==> config.mk <==
export PLATFORM = sky130hd
export DESIGN_NAME = divider_batch_ctrl
export DESIGN_NICKNAME = d
export VERILOG_FILES = /design/src/rtl/divider_pkg.sv /design/src/rtl/divider_en_delay.sv /design/src/rtl/divider_batch_ctrl.sv
export SDC_FILE = /design/constraint.sdc
export NUM_CORES = 1
export LEC_CHECK = 0
export ABC_AREA = 0
export CORE_MARGIN = 4
export CORE_UTILIZATION = 40
export CTS_CLUSTER_DIAMETER = 120
export DETAILED_ROUTE_END_ITERATION = 16
export GPL_ROUTABILITY_DRIVEN = 0
export PLACE_DENSITY_LB_ADDON = 0.05
export SETUP_SLACK_MARGIN = 0.1
export SLEW_MARGIN = 20
export SYNTH_ARGS = -nofsm -noshare
export SYNTH_HDL_FRONTEND = slang
export SYNTH_SLANG_ARGS = --single-unit
==> constraint.sdc <==
create_clock -name clk -period 10.3 [get_ports clk]
set_clock_uncertainty 0.15 [all_clocks]
set_input_delay 2.06 -clock clk [delete_from_list [all_inputs] [get_ports clk]]
set_output_delay 2.06 -clock clk [all_outputs]
set_load 0.05 [all_outputs]
==> src/rtl/divider_pkg.sv <==
// Shared constants for the divider batch controller: FSM encoding and
// default parameter values.
package divider_pkg;

  localparam int DEF_ADDR_W     = 16;
  localparam int DEF_NUM_DIV    = 8;
  localparam int DEF_LPB        = 2;
  localparam int DEF_RD_LAT     = 2;
  localparam int DEF_WT_GAP     = 2;
  localparam int DEF_DLY_STAGES = 3;
  localparam int DEF_TIMEOUT    = 1024;
  localparam int DEF_LINE_W     = 7;

  localparam int STATE_W = 4;

  localparam logic [STATE_W-1:0] ST_IDLE     = 4'd0;
  localparam logic [STATE_W-1:0] ST_RD_ISSUE = 4'd1;
  localparam logic [STATE_W-1:0] ST_RD_WAIT  = 4'd2;
  localparam logic [STATE_W-1:0] ST_RD_RDY   = 4'd3;
  localparam logic [STATE_W-1:0] ST_DIV_EN   = 4'd4;
  localparam logic [STATE_W-1:0] ST_DIV_WAIT = 4'd5;
  localparam logic [STATE_W-1:0] ST_WRITE    = 4'd6;
  localparam logic [STATE_W-1:0] ST_WR_GAP   = 4'd7;
  localparam logic [STATE_W-1:0] ST_NEXT     = 4'd8;
  localparam logic [STATE_W-1:0] ST_DONE     = 4'd9;

  // One shared counter serves read latency, write gap and divider timeout.
  function automatic int cnt_width(input int a, input int b, input int c);
    int m;
    m = a;
    if (b > m) m = b;
    if (c > m) m = c;
    return (m < 1) ? 1 : $clog2(m + 1);
  endfunction

endpackage

==> src/rtl/divider_en_delay.sv <==
// Shift register producing div_en delayed by 1..DLY_STAGES cycles.
module divider_en_delay #(
  parameter int DLY_STAGES = 3
) (
  input  logic                  clk,
  input  logic                  reset,
  input  logic                  din,
  output logic [DLY_STAGES-1:0] dout
);

  logic [DLY_STAGES-1:0] tap_reg;

  for (genvar gi = 0; gi < DLY_STAGES; gi++) begin : g_tap
    always_ff @(posedge clk) begin
      if (!reset) begin
        tap_reg[gi] <= 1'b0;
      end else if (gi == 0) begin
        tap_reg[gi] <= din;
      end else begin
        tap_reg[gi] <= tap_reg[(gi > 0) ? gi - 1 : 0];
      end
    end
  end

  assign dout = tap_reg;

endmodule

==> src/rtl/divider_batch_ctrl.sv <==
// Batch controller: reads LPB lines from scratch memory, starts the dividers,
// waits for all of them, then writes back the results line by line.
module divider_batch_ctrl
  import divider_pkg::*;
#(
  parameter int ADDR_W     = DEF_ADDR_W,
  parameter int NUM_DIV    = DEF_NUM_DIV,
  parameter int LPB        = DEF_LPB,
  parameter int RD_LAT     = DEF_RD_LAT,
  parameter int WT_GAP     = DEF_WT_GAP,
  parameter int DLY_STAGES = DEF_DLY_STAGES,
  parameter int TIMEOUT    = DEF_TIMEOUT,
  parameter int LINE_W     = DEF_LINE_W
) (
  input  logic                  clk,
  input  logic                  reset,
  input  logic                  start,
  input  logic                  abort,
  input  logic [ADDR_W-1:0]     rd_base,
  input  logic [ADDR_W-1:0]     wt_base,
  input  logic [LINE_W-1:0]     num_lines,
  input  logic [NUM_DIV-1:0]    div_done,
  output logic [LPB*ADDR_W-1:0] sc_mem_rd_addr,
  output logic                  sc_mem_rd_data_rdy,
  output logic                  div_en,
  output logic [DLY_STAGES-1:0] div_en_dly,
  output logic                  sc_mem_wt_en,
  output logic [ADDR_W-1:0]     sc_mem_wt_addr,
  output logic                  busy,
  output logic                  done,
  output logic                  timeout_err
);

  localparam int CNT_W = cnt_width(RD_LAT, WT_GAP, TIMEOUT);
  localparam int LN_W  = LINE_W + 1;

  logic [STATE_W-1:0]    state_reg;
  logic [LN_W-1:0]       line_idx_reg;
  logic [LN_W-1:0]       num_lines_reg;
  logic [LN_W-1:0]       wr_idx_reg;
  logic [ADDR_W-1:0]     rd_base_reg;
  logic [ADDR_W-1:0]     wt_base_reg;
  logic [CNT_W-1:0]      cnt_reg;
  logic [LPB*ADDR_W-1:0] rd_addr_reg;
  logic [ADDR_W-1:0]     wt_addr_reg;
  logic                  rd_rdy_reg;
  logic                  div_en_reg;
  logic                  wt_en_reg;
  logic                  busy_reg;
  logic                  done_reg;
  logic                  timeout_reg;

  logic [LPB*ADDR_W-1:0] rd_addr_next;
  logic [LN_W-1:0]       wr_line;
  logic [LN_W-1:0]       line_idx_next;
  logic                  last_wr;
  logic                  last_batch;

  for (genvar gi = 0; gi < LPB; gi++) begin : g_lane
    assign rd_addr_next[gi*ADDR_W +: ADDR_W] =
      rd_base_reg + ADDR_W'(line_idx_reg) + ADDR_W'(gi);
  end

  // A batch stops writing at LPB lines or at the end of the job, whichever is first.
  assign wr_line       = line_idx_reg + wr_idx_reg;
  assign last_wr       = (wr_idx_reg == LN_W'(LPB - 1)) ||
                         ((wr_line + LN_W'(1)) >= num_lines_reg);
  assign line_idx_next = line_idx_reg + LN_W'(LPB);
  assign last_batch    = line_idx_next >= num_lines_reg;

  always_ff @(posedge clk) begin
    if (!reset) begin
      state_reg     <= ST_IDLE;
      line_idx_reg  <= '0;
      num_lines_reg <= '0;
      wr_idx_reg    <= '0;
      rd_base_reg   <= '0;
      wt_base_reg   <= '0;
      cnt_reg       <= '0;
      rd_addr_reg   <= '0;
      wt_addr_reg   <= '0;
      rd_rdy_reg    <= 1'b0;
      div_en_reg    <= 1'b0;
      wt_en_reg     <= 1'b0;
      busy_reg      <= 1'b0;
      done_reg      <= 1'b0;
      timeout_reg   <= 1'b0;
    end else begin
      // Strobes follow the state one cycle later; abort suppresses them at once.
      rd_rdy_reg <= (state_reg == ST_RD_RDY) && !abort;
      div_en_reg <= (state_reg == ST_DIV_EN) && !abort;
      wt_en_reg  <= (state_reg == ST_WRITE)  && !abort;
      done_reg   <= (state_reg == ST_DONE)   && !abort;
      busy_reg   <= (state_reg != ST_IDLE)   && !abort;

      case (state_reg)
        ST_IDLE: begin
          if (start && !abort) begin
            rd_base_reg   <= rd_base;
            wt_base_reg   <= wt_base;
            num_lines_reg <= LN_W'(num_lines);
            line_idx_reg  <= '0;
            timeout_reg   <= 1'b0;
            state_reg     <= (num_lines == '0) ? ST_DONE : ST_RD_ISSUE;
          end
        end
        ST_RD_ISSUE: begin
          rd_addr_reg <= rd_addr_next;
          cnt_reg     <= '0;
          state_reg   <= (RD_LAT == 0) ? ST_RD_RDY : ST_RD_WAIT;
        end
        ST_RD_WAIT: begin
          if (cnt_reg == CNT_W'(RD_LAT - 1)) state_reg <= ST_RD_RDY;
          else                               cnt_reg   <= cnt_reg + CNT_W'(1);
        end
        ST_RD_RDY: state_reg <= ST_DIV_EN;
        ST_DIV_EN: begin
          cnt_reg    <= '0;
          wr_idx_reg <= '0;
          state_reg  <= ST_DIV_WAIT;
        end
        ST_DIV_WAIT: begin
          if (&div_done) begin
            state_reg <= ST_WRITE;
          end else if (cnt_reg == CNT_W'(TIMEOUT - 1)) begin
            timeout_reg <= 1'b1;
            state_reg   <= ST_DONE;
          end else begin
            cnt_reg <= cnt_reg + CNT_W'(1);
          end
        end
        ST_WRITE: begin
          wt_addr_reg <= wt_base_reg + ADDR_W'(wr_line);
          cnt_reg     <= '0;
          if (WT_GAP != 0) begin
            state_reg <= ST_WR_GAP;
          end else if (last_wr) begin
            state_reg <= ST_NEXT;
          end else begin
            wr_idx_reg <= wr_idx_reg + LN_W'(1);
          end
        end
        ST_WR_GAP: begin
          if (cnt_reg == CNT_W'(WT_GAP - 1)) begin
            if (last_wr) begin
              state_reg <= ST_NEXT;
            end else begin
              wr_idx_reg <= wr_idx_reg + LN_W'(1);
              state_reg  <= ST_WRITE;
            end
          end else begin
            cnt_reg <= cnt_reg + CNT_W'(1);
          end
        end
        ST_NEXT: begin
          line_idx_reg <= line_idx_next;
          state_reg    <= last_batch ? ST_DONE : ST_RD_ISSUE;
        end
        ST_DONE:  state_reg <= ST_IDLE;
        default:  state_reg <= ST_IDLE;
      endcase

      if (abort && (state_reg != ST_IDLE)) state_reg <= ST_IDLE;
    end
  end

  divider_en_delay #(
    .DLY_STAGES(DLY_STAGES)
  ) u_en_delay (
    .clk  (clk),
    .reset(reset),
    .din  (div_en_reg),
    .dout (div_en_dly)
  );

  assign sc_mem_rd_addr     = rd_addr_reg;
  assign sc_mem_rd_data_rdy = rd_rdy_reg;
  assign div_en             = div_en_reg;
  assign sc_mem_wt_en       = wt_en_reg;
  assign sc_mem_wt_addr     = wt_addr_reg;
  assign busy               = busy_reg;
  assign done               = done_reg;
  assign timeout_err        = timeout_reg;

endmodule

==> results of run 1 <==
-- path summary, 6_finish.rpt --
path                                  start                             end  slack (ns)  cells past startpoint
max            line_idx_reg[2]$_SDFFE_PN0P_      wr_idx_reg[7]$_SDFFE_PN0P_        6.36                     13
min          sc_mem_rd_addr[5]$_SDFFE_PN0P_  sc_mem_rd_addr[5]$_SDFFE_PN0P_        0.30                      2
max reg2reg    line_idx_reg[2]$_SDFFE_PN0P_      wr_idx_reg[7]$_SDFFE_PN0P_        6.36                     13
min reg2reg  sc_mem_rd_addr[5]$_SDFFE_PN0P_  sc_mem_rd_addr[5]$_SDFFE_PN0P_        0.30                      2
-- cell families (layout without fill, tap and decap cells) --
group                    Yosys count  count (layout)  share of synthesized area
adder cells (fa/ha/maj)           42              42                     0.0805
multiplexers                       1               1                    0.00151
AO/OA/AOI/OAI                    213             213                      0.192
flip-flops                       126             126                      0.381
AND/OR/NAND/NOR                  337             337                      0.229
XOR/XNOR                          61              61                     0.0829
buffers and inverters             58             165                     0.0331
-- critical path: cells and delay by family, from the launching register on --
kind	cells	cell delay (ns)
XOR/XNOR	1	0.14
AND/OR/NAND/NOR	4	1.12
flip-flops	1	0.45
AO/OA/AOI/OAI	6	1.35
adder cells (fa/ha/maj)	2	0.64
-- per-stage QoR --
step           total power, uW  setup WS [ns]  utilization
6_report                  1690           6.36        0.526
3_5_place_dp              1150           6.00        0.491
5_1_grt                   1780           6.03        0.526
2_1_floorplan              970           6.82            -
4_1_cts                   1710           6.36        0.526
3_3_place_gp              1140           6.01        0.491
-- routing by layer --
metal / share of wire / up-vias / global-route usage
met3: 0.039 / 17 / 0.0349
met4: 0.011 / 0 / 0.0599
met1: 0.48 / 2786 / 0.258
met2: 0.47 / 124 / 0.321
met5: 0 / - / 0
li1: - / 3137 / -
-- power breakdown --
group	internal (uW)	switching (uW)	leakage, uW
sequential	552	49.1	0.00102
combinational	183	352	0.00184
clock	348	207	0.000273
-- cell type report --
cell class / count / share of cell area
well taps: 216 / 0.0320
clock buffers: 25 / 0.0622
flip-flops and latches: 126 / 0.299
multi-input cells: 654 / 0.461
inverters: 21 / 0.00934
clock inverters: 5 / 0.00356
repair buffers: 114 / 0.133
-- cells in the mapped netlist, drive strengths merged (8+ instances only) --
cell,number,area share
nand2,159,0.090
dfxtp,126,0.38
a21oi,111,0.084
nor2,63,0.036
ha,41,0.077
clkbuf,34,0.019
o21ai,32,0.024
xnor2,32,0.043
xor2,29,0.039
nand3,28,0.021
inv,21,0.012
a211oi,18,0.020
nor3,16,0.012
nand4,11,0.010
and3,10,0.0094
nor4,9,0.0085
o31ai,9,0.010
o21a,8,0.0091
==> reports/results.md, run 1 <==
| Quantity | This run |
| --- | --- |
| Most common cell after layout, fill and taps aside | sky130_fd_sc_hd__nand2_1 |
| TritonCTS clock tree | yes |
| Average wire per cell in the routed design | 15.2 um |
| Async SR Flop Fraction | 0 |
| Final non-filler cell total | 1161 |
| WS Path Type | register to register |
| EDFF count, synth | 0 |
| P_leak | 0.00314 uW |
| Total area of sequential cells | 2520 um2 |
| Vias in the first global route | 5848 |
| Total of cells resized after clock tree synthesis | 0 |
| Buffers inserted by post-CTS timing repair | 0 |
| Placed Cells | 1131 |
| Width of the die | 137 um |
| Area of the die | 18700 um2 |
| Clock H-tree levels | 4 |
| Count of TritonRoute iterations in the first routing pass | 5 |
| F_max | 254 MHz |
| Remaining Overflow, GRT | 0 |
| Number of design-rule violations left by the first detailed-router iteration | 251 |
| Initial core utilization | 0.412 |
| Worst path slowest cell | sky130_fd_sc_hd__or4_1 |
| Maximum capacitance violations | 0 |
| Total clock buffers created by CTS | 17 |
| Commonest cells after routing, fill and taps aside | 159 x sky130_fd_sc_hd__nand2_1, 126 x sky130_fd_sc_hd__dfxtp_1, 110 x sky130_fd_sc_hd__a21oi_1 |
| Layout cell share with drive strength beyond 1 | 0.0529 |
| Mapped Area | 6620 um2 |
| Ordered cell list for the critical path | ha_1, a211oi_1, o21ai_0, and2_0, and3_1, xor2_1, ha_1, nor2b_1, o21ai_0, o211ai_1, o31a_1, or4_1, a21oi_1 |
| HPWL Detailed | 13200 um |
| Number of instances in the synthesized netlist | 838 |
| Number of max-slew violations in the final report | 0 |
| Die boundary height | 137 um |
| Number of top-level design ports | 108 |
| Syn avg cell area | 7.90 um2 |
| RSZ-0062 raised after global routing | no |
| Final antenna diode count | 0 |
| Total wire length | 17600 um |
| Synthesis-to-layout area growth | 27.4% |
| Antenna violations before repair | 0 |
| Period utilisation layout | 0.382 |
| Count of buffers inserted at the top-level ports | 107 |
| Slew headroom | 0.363 |
| #FFs+latches synth | 126 |
| Hold Crit Class | register to register |
| Number of nets with antenna violations after detailed routing | 0 |
| Area of the core | 16100 um2 |
| Critical path startpoint category | register |
| Cell at the root of the clock tree | sky130_fd_sc_hd__clkbuf_16 |
| Layout Cell Area excl Fill | 8440 um2 |
| Sequential area share after synthesis | 0.381 |
| Number of filler cells placed in the layout | 1489 |
| Multi-input combinational cell area | 3890 um2 |
| Slew at the pin closest to its max-slew limit | 0.955 ns |
| Global-route usage over all layers | 0.194 |
| Total Neg Setup Slack | 0 ns |
| Final layout net count | 1027 |
| Kind of capture point of the worst setup path | register |
| Pin count of the biggest net entering global routing | 58 |
| Post-Syn Nets | 931 |
| Worst hold margin | 0.304 ns |
| Flip-flop count of the largest register after layout | 32 |
| Power density normalized to cell area | 200 nW/um2 |
| Vias after detailed routing | 6064 |
| Number of warnings printed during yosys synthesis | 0 |
| Wire length of the first global-routing pass | 28900 um |
| Slowest stage delay, CP | 0.54 ns |
| DRC viols | 0 |
| Clock-pin slew on the worst setup and hold paths | 0.05 ns |
| Max clock buf depth | 2 |
| Total count of hold-check failures in the final report | 0 |
| Number of distinct library cell variants in the gate-level netlist after synthesis | 55 |
| Placed instance area | 7890 um2 |
| Post-layout min period | 3.94 ns |
| Required arrival time at the worst endpoint | 10.49 ns |
| Row count | 46 |
| Hold Buf Count CTS | 0 |
| Total of endpoints with negative setup slack in the final report | 0 |
| Most used flip-flop cell after synthesis | sky130_fd_sc_hd__dfxtp_1 |
| Maximum vdd drop | 121 uV |
| Num Clock Sinks | 126 |
| Clock latency on the worst-skew pair | 0.41 ns |
| Run status | finished clean |
| Arrival time of data at the critical path endpoint | 4.13 ns |
| Crit path max fanout | 13 |
| Number of vias per cell after detailed routing | 5.22 |
No activity file was read; power rests on OpenSTA's default activity.
==> inputs of run 2 (changes only) <==
clock period = 4.1 ns   (was 10.3 ns; I/O delays follow)
==> run 2 against run 1 <==
  * Combinational power rose to 2.5 times the previous value
  * Largest power group is now the clock network
  * Core utilization is 0.97 points higher
  * Sequential power grew to 2.5 times the previous value
==> reports/results.md, run 2 (synthesized netlist as in run 1, its figures left out) <==
| Quantity | This run | Change |
| --- | --- | --- |
| Run status | finished clean | unchanged |
| Layout Cell Area excl Fill | 8600 um2 | was 8440 um2 |
| Clock H-tree levels | 4 | unchanged |
| Number of vias per cell after detailed routing | 5.30 | was 5.22 |
| Pint | 2940 uW | was 1080 uW |
| Max clock buf depth | 2 | unchanged |
| Most frequent cell on the critical path | sky130_fd_sc_hd__o21ai_0 |  |
| Pin count of the biggest net entering global routing | 60 | was 58 |
| Number of top-level design ports | 108 | unchanged |
| Count of buffers inserted at the top-level ports | 107 | unchanged |
| Number of cells on the worst hold path | 2 | unchanged |
| Area of the die | 18700 um2 | unchanged |
| Worst hold margin | 0.302 ns | was 0.304 ns |
| Kind of capture point of the worst setup path | register | unchanged |
| Terminating pin of the worst hold path | sc_mem_rd_addr[3]$_SDFFE_PN0P_ | was sc_mem_rd_addr[5]$_SDFFE_PN0P_ |
| Top Family by Delay on Critical Path | compound AO/OA/AOI/OAI gates | unchanged |
| Ordered cell list for the critical path | ha_2, a211oi_2, o21ai_0, and2_1, and3_1, xor2_1, ha_1, nor2b_1, o21ai_0, o211ai_1, o31a_2, or4_1, a21oi_1 | was ha_1, a211oi_1, o21ai_0, and2_0, and3_1, xor2_1, ha_1, nor2b_1, o21ai_0, o211ai_1, o31a_1, or4_1, a21oi_1 |
| Clock latency on the worst-skew pair | 0.42 ns | was 0.41 ns |
| Total of endpoints with negative setup slack in the final report | 0 | unchanged |
| Average wire per cell in the routed design | 15.3 um | was 15.2 um |
| Final layout net count | 1032 | was 1027 |
| Maximum vdd drop | 304 uV | was 121 uV |
| Arrival time of data at the critical path endpoint | 3.98 ns | was 4.13 ns |
| P_leak | 0.00319 uW | was 0.00314 uW |
| Final antenna diode count | 0 | unchanged |
| Slew headroom | 0.312 | was 0.363 |
| DRC viols | 0 | unchanged |
| Number of nets with antenna violations after detailed routing | 0 | unchanged |
| Slew at the pin closest to its max-slew limit | 1.02 ns | was 0.955 ns |
| Flip-flop count of the largest register after layout | 32 | unchanged |
| Worst reg2reg endpoint | wr_idx_reg[3]$_SDFFE_PN0P_ | was wr_idx_reg[7]$_SDFFE_PN0P_ |
| Placement-stage worst setup slack | 0.239 ns | was 6.00 ns |
| Commonest cells after routing, fill and taps aside | 159 x sky130_fd_sc_hd__nand2_1, 125 x sky130_fd_sc_hd__dfxtp_1, 110 x sky130_fd_sc_hd__a21oi_1 | was 159 x sky130_fd_sc_hd__nand2_1, 126 x sky130_fd_sc_hd__dfxtp_1, 110 x sky130_fd_sc_hd__a21oi_1 |
| WS Path Type | register to register | unchanged |
| Cell at the root of the clock tree | sky130_fd_sc_hd__clkbuf_16 | unchanged |
| Total count of hold-check failures in the final report | 0 | unchanged |
| HPWL Detailed | 13200 um | about the same |
| Number of max-slew violations in the final report | 0 | unchanged |
| Worst path slowest cell | sky130_fd_sc_hd__or4_1 | unchanged |
| Hold Crit Class | register to register | unchanged |
| Most common cell after layout, fill and taps aside | sky130_fd_sc_hd__nand2_1 | unchanged |
| Total power after layout | 4520 uW | was 1690 uW |
| Total wire length | 17900 um | was 17600 um |
| F_max | 265 MHz | was 254 MHz |
| Proportion of power drawn by combinational gates | 0.296 | was 0.316 |
| Die boundary height | 137 um | unchanged |
| Clock network power share | 0.369 | was 0.328 |
| Width of the die | 137 um | unchanged |
| Antenna violations before repair | 0 | unchanged |
| Layout cell share with drive strength beyond 1 | 0.0651 | was 0.0529 |
| Required arrival time at the worst endpoint | 4.30 ns | was 10.49 ns |
| Remaining Overflow, GRT | 0 | unchanged |
| Number of design-rule violations left by the first detailed-router iteration | 365 | was 251 |
| Reg2Reg Setup Slack | 0.32 ns | was 6.36 ns |
| Depth of the most critical reg-to-reg path | 13 | unchanged |
| Maximum capacitance violations | 0 | unchanged |
| Worst r2r src | wr_idx_reg[2]$_SDFFE_PN0P_ | was line_idx_reg[2]$_SDFFE_PN0P_ |
| Clock-pin slew on the worst setup and hold paths | 0.06 ns | was 0.05 ns |
| Period utilisation layout | 0.922 | was 0.382 |
| RSZ-0062 raised after global routing | no | unchanged |
| Area of the core | 16100 um2 | unchanged |
| Total Neg Setup Slack | 0 ns | unchanged |
| Worst path buffer plus inverter count | 0 | unchanged |
| Sequential Power Share | 0.335 | was 0.355 |
| Count of TritonRoute iterations in the first routing pass | 5 | unchanged |
| Net switching power | 1580 uW | was 608 uW |
| Crit path setup slack, layout | 0.321 ns | was 6.36 ns |
| Critical path startpoint category | register | unchanged |
| Global-route usage over all layers | 0.193 | was 0.194 |
| Initial core utilization | 0.412 | unchanged |
| Num Clock Sinks | 126 | unchanged |
| Post-layout min period | 3.78 ns | was 3.94 ns |
| Power density normalized to cell area | 526 nW/um2 | was 200 nW/um2 |
| Crit path max fanout | 7 | was 13 |
| Vias after detailed routing | 6193 | was 6064 |
| Synthesis-to-layout area growth | 29.8% | was 27.4% |
| TritonCTS clock tree | yes | unchanged |
| Row count | 46 | unchanged |
| Wire length of the first global-routing pass | 28900 um | about the same |
| Total clock buffers created by CTS | 17 | unchanged |
| Placed instance area | 7920 um2 | was 7890 um2 |
| Vias in the first global route | 5893 | was 5848 |
| Slowest stage delay, CP | 0.52 ns | was 0.54 ns |
| Net Sw Frac | 0.350 | was 0.359 |
| Critical hold path startpoint | sc_mem_rd_addr[3]$_SDFFE_PN0P_ | was sc_mem_rd_addr[5]$_SDFFE_PN0P_ |
==> run 2: worst min-delay path, delay by kind of cell, from the launching register on <==
kind,cells,cell delay [ns]
AO/OA/AOI/OAI,1,0.05
AND/OR/NAND/NOR,1,0.05
flip-flops,1,0.31
==> run 2: cell type report <==
cell class,instances,area [um2]
Timing Repair Buffer,119,1170
Fill cell,1531,7460
Clock inverter,14,215
Multi-Input combinational cell,654,3900
Tap cell,216,270
Sequential cell,126,2520
Clock buffer,18,439
Inverter,21,78.8
==> run 2: worst max-delay path by stage <==
| stage | endpoint | start | slack (ns) | cells past startpoint |
|---|---|---|---|---|
| final | wr_idx_reg[3]$_SDFFE_PN0P_ | wr_idx_reg[2]$_SDFFE_PN0P_ | 0.32 | 13 |
| after global routing | wr_idx_reg[7]$_SDFFE_PN0P_ | wr_idx_reg[2]$_SDFFE_PN0P_ | 0.11 | 13 |
| after CTS | wr_idx_reg[7]$_SDFFE_PN0P_ | line_idx_reg[2]$_SDFFE_PN0P_ | 0.21 | 13 |
| after detailed placement | wr_idx_reg[7]$_SDFFE_PN0P_ | line_idx_reg[2]$_SDFFE_PN0P_ | 0.24 | 13 |
| after global placement | wr_idx_reg[3]$_SDFFE_PN0P_ | line_idx_reg[2]$_SDFFE_PN0P_ | 0.39 | 13 |
| after floorplan | wr_idx_reg[6]$_SDFFE_PN0P_ | line_idx_reg[2]$_SDFFE_PN0P_ | 0.62 | 14 |
==> run 2: what timing repair did <==
action	CTS	global route
buffers inserted	0	2
endpoints found under the setup margin	0	5
hold buffers	0	0
resized for setup	0	6
==> run 2: power by group through the flow <==
stage          combinational (uW)  clock [uW]  sequential (uW)
6_report                     1340        1670             1510
4_1_cts                      1350        1700             1510
3_5_place_dp                 1340           0             1540
3_3_place_gp                 1330           0             1530
2_1_floorplan                 613           0             1820
5_1_grt                      1470        1760             1540
==> run 2: metrics by stage <==
step,utilization,std cells
after floorplan,-,838
after global placement,0.493,1134
after detailed placement,0.493,1134
after CTS,0.534,1166
after global routing,0.535,1168
final,0.535,1168
==> run 2: routing by layer <==
layer | track usage | wire, um | vias up
met5 | 0 | 0 | -
met4 | 0.0633 | 306 | 0
met3 | 0.0423 | 778 | 30
met2 | 0.321 | 8540 | 169
met1 | 0.250 | 8230 | 2847
li1 | - | - | 3147
==> inputs of run 3 (changes only) <==
SETUP_SLACK_MARGIN = 0.3   (was 0.1)
==> run 3 against run 2 <==
  * Clock power is essentially flat
  * Design area is 0.35% higher
  * Worst setup slack gained 0.16 ns
  * Final cell count increased by 0.26%
  * Global-route usage is 0.070 points higher
  * Highest routed layer unchanged
  * Sequential cell count unchanged
  * Critical endpoint unchanged
  * Sequential share of layout area hardly changed
==> reports/results.md, run 3 (synthesized netlist as in run 1, its figures left out) <==
| Quantity | This run | Change |
| --- | --- | --- |
| Run status | finished clean | unchanged |
| Post-layout min period | 3.62 ns | was 3.78 ns |
| Slew at the pin closest to its max-slew limit | 1.05 ns | was 1.02 ns |
| Maximum vdd drop | 305 uV | was 304 uV |
| Required arrival time at the worst endpoint | 4.30 ns | about the same |
| Worst r2r src | wr_idx_reg[2]$_SDFFE_PN0P_ | unchanged |
| Number of nets with antenna violations after detailed routing | 0 | unchanged |
| Clock-pin slew on the worst setup and hold paths | 0.06 ns | about the same |
| Total clock buffers created by CTS | 17 | unchanged |
| Cell at the root of the clock tree | sky130_fd_sc_hd__clkbuf_16 | unchanged |
| Critical Path Start | wr_idx_reg[2]$_SDFFE_PN0P_ | unchanged |
| Vias in the first global route | 5910 | was 5893 |
| Global-route usage over all layers | 0.194 | was 0.193 |
| TritonCTS clock tree | yes | unchanged |
| Arrival time of data at the critical path endpoint | 3.83 ns | was 3.98 ns |
| Number of top-level design ports | 108 | unchanged |
| Total count of hold-check failures in the final report | 0 | unchanged |
| Maximum capacitance violations | 0 | unchanged |
| Clock latency on the worst-skew pair | 0.42 ns | about the same |
| Area of the core | 16100 um2 | unchanged |
| Critical hold path startpoint | sc_mem_rd_addr[3]$_SDFFE_PN0P_ | unchanged |
| Slew headroom | 0.293 | was 0.312 |
| Period utilisation layout | 0.884 | was 0.922 |
| Row count | 46 | unchanged |
| Final antenna diode count | 0 | unchanged |
| Most common cell after layout, fill and taps aside | sky130_fd_sc_hd__nand2_1 | unchanged |
| Depth of the most critical reg-to-reg path | 13 | unchanged |
| Util after Layout | 0.537 | was 0.535 |
| Crit path setup slack, layout | 0.476 ns | was 0.321 ns |
| Worst reg2reg endpoint | wr_idx_reg[3]$_SDFFE_PN0P_ | unchanged |
| Layout cell share with drive strength beyond 1 | 0.0702 | was 0.0651 |
| Terminating pin of the worst hold path | sc_mem_rd_addr[3]$_SDFFE_PN0P_ | unchanged |
| Kind of capture point of the worst setup path | register | unchanged |
| Number of cells on the worst hold path | 2 | unchanged |
| Synthesis-to-layout area growth | 30.2% | was 29.8% |
| Count of TritonRoute iterations in the first routing pass | 5 | unchanged |
| P_leak | 0.00321 uW | was 0.00319 uW |
| Remaining Overflow, GRT | 0 | unchanged |
| Max clock buf depth | 2 | unchanged |
| Placement-stage worst setup slack | 0.239 ns | unchanged |
| Critical path startpoint category | register | unchanged |
| Antenna violations before repair | 0 | unchanged |
| Power density normalized to cell area | 524 nW/um2 | was 526 nW/um2 |
| Reg2Reg Setup Slack | 0.48 ns | was 0.32 ns |
| Number of max-slew violations in the final report | 0 | unchanged |
| Hold Buf Count CTS | 0 | unchanged |
| Width of the die | 137 um | unchanged |
| Number of vias per cell after detailed routing | 5.27 | was 5.30 |
| RSZ-0062 raised after global routing | no | unchanged |
| Count of buffers inserted at the top-level ports | 107 | unchanged |
| Die boundary height | 137 um | unchanged |
| Final layout net count | 1035 | was 1032 |
| Vias after detailed routing | 6168 | was 6193 |
| Wire length of the first global-routing pass | 29000 um | was 28900 um |
| Number of design-rule violations left by the first detailed-router iteration | 348 | was 365 |
| DRC viols | 0 | unchanged |
| Average wire per cell in the routed design | 15.3 um | about the same |
| Crit path max fanout | 7 | unchanged |
| Total wire length | 17900 um | about the same |
| Total of endpoints with negative setup slack in the final report | 0 | unchanged |
| Commonest cells after routing, fill and taps aside | 159 x sky130_fd_sc_hd__nand2_1, 123 x sky130_fd_sc_hd__dfxtp_1, 110 x sky130_fd_sc_hd__a21oi_1 | was 159 x sky130_fd_sc_hd__nand2_1, 125 x sky130_fd_sc_hd__dfxtp_1, 110 x sky130_fd_sc_hd__a21oi_1 |
| Initial core utilization | 0.412 | unchanged |
| Clock H-tree levels | 4 | unchanged |
| Num Clock Sinks | 126 | unchanged |
| HPWL Detailed | 13200 um | unchanged |
| F_max | 276 MHz | was 265 MHz |
| Total Neg Setup Slack | 0 ns | unchanged |
| WS Path Type | register to register | unchanged |
| Pin count of the biggest net entering global routing | 60 | unchanged |
| Flip-flop count of the largest register after layout | 32 | unchanged |
| Area of the die | 18700 um2 | unchanged |
| Hold Crit Class | register to register | unchanged |
run 3: cell count changes in the layout (fill, tap and decap cells not counted), moves of 2 or more:
cell and change:
sky130_fd_sc_hd__buf_4 +4, sky130_fd_sc_hd__dfxtp_1 -2, sky130_fd_sc_hd__o21ai_0 -2, sky130_fd_sc_hd__o21ai_1 +2
run 3: worst max path at each step:
stage / endpoint / cells after the start
global route: wr_idx_reg[3]$_SDFFE_PN0P_ / 13
global placement: wr_idx_reg[3]$_SDFFE_PN0P_ / 13
CTS: wr_idx_reg[7]$_SDFFE_PN0P_ / 13
floorplan: wr_idx_reg[6]$_SDFFE_PN0P_ / 14
detailed placement: wr_idx_reg[7]$_SDFFE_PN0P_ / 13
finish: wr_idx_reg[3]$_SDFFE_PN0P_ / 13
run 3: worst max-delay path, stage by stage, from the launching register on:
cell and delay (ns):
sky130_fd_sc_hd__dfxtp_2 0.37, sky130_fd_sc_hd__ha_2 0.32, sky130_fd_sc_hd__a211oi_2 0.28, sky130_fd_sc_hd__o21ai_1 0.13
sky130_fd_sc_hd__and2_2 0.24, sky130_fd_sc_hd__and3_1 0.16, sky130_fd_sc_hd__xor2_1 0.15, sky130_fd_sc_hd__ha_1 0.30
sky130_fd_sc_hd__nor2b_1 0.13, sky130_fd_sc_hd__o21ai_1 0.12, sky130_fd_sc_hd__o211ai_1 0.16, sky130_fd_sc_hd__o31a_1 0.36
sky130_fd_sc_hd__or4_1 0.55, sky130_fd_sc_hd__a21oi_1 0.15
run 3: routing by layer:
| layer | track usage | part of all wire |
|---|---|---|
| met3 | 0.0423 | 0.042 |
| met1 | 0.251 | 0.46 |
| met5 | 0 | 0 |
| met2 | 0.322 | 0.48 |
| met4 | 0.0633 | 0.013 |
run 3: report_power, final:
group	leakage (uW)	internal, uW	switching [uW]
combinational	0.00188	467	881
sequential	0.00102	1380	128
clock	0.000305	1090	571
run 3: what timing repair did:
item,4_1_cts,5_1_grt
resized for setup,1,10
buffers inserted,3,2
pin swaps,1,3
setup endpoints to repair,4,8
run 3: stage by stage:
stage               instances  power, uW  hold slack [ns]  instance area (um2)
detailed placement       1134       2880            0.294                 7920
finish                   1171       4520            0.302                 8630
CTS                      1169       4560            0.304                 8600
global placement         1134       2860            0.291                 7920
global route             1171       4770            0.319                 8630
floorplan                 838       2440            0.286                 6620
run 3: cell type report:
| class | instances | area (um2) |
|---|---|---|
| clock buffers | 18 | 439 |
| clock inverters | 14 | 215 |
| fillers | 1526 | 7430 |
| inverters | 21 | 78.8 |
| multi-input cells | 654 | 3900 |
| flip-flops and latches | 126 | 2530 |
| well taps | 216 | 270 |
| repair buffers | 122 | 1200 |
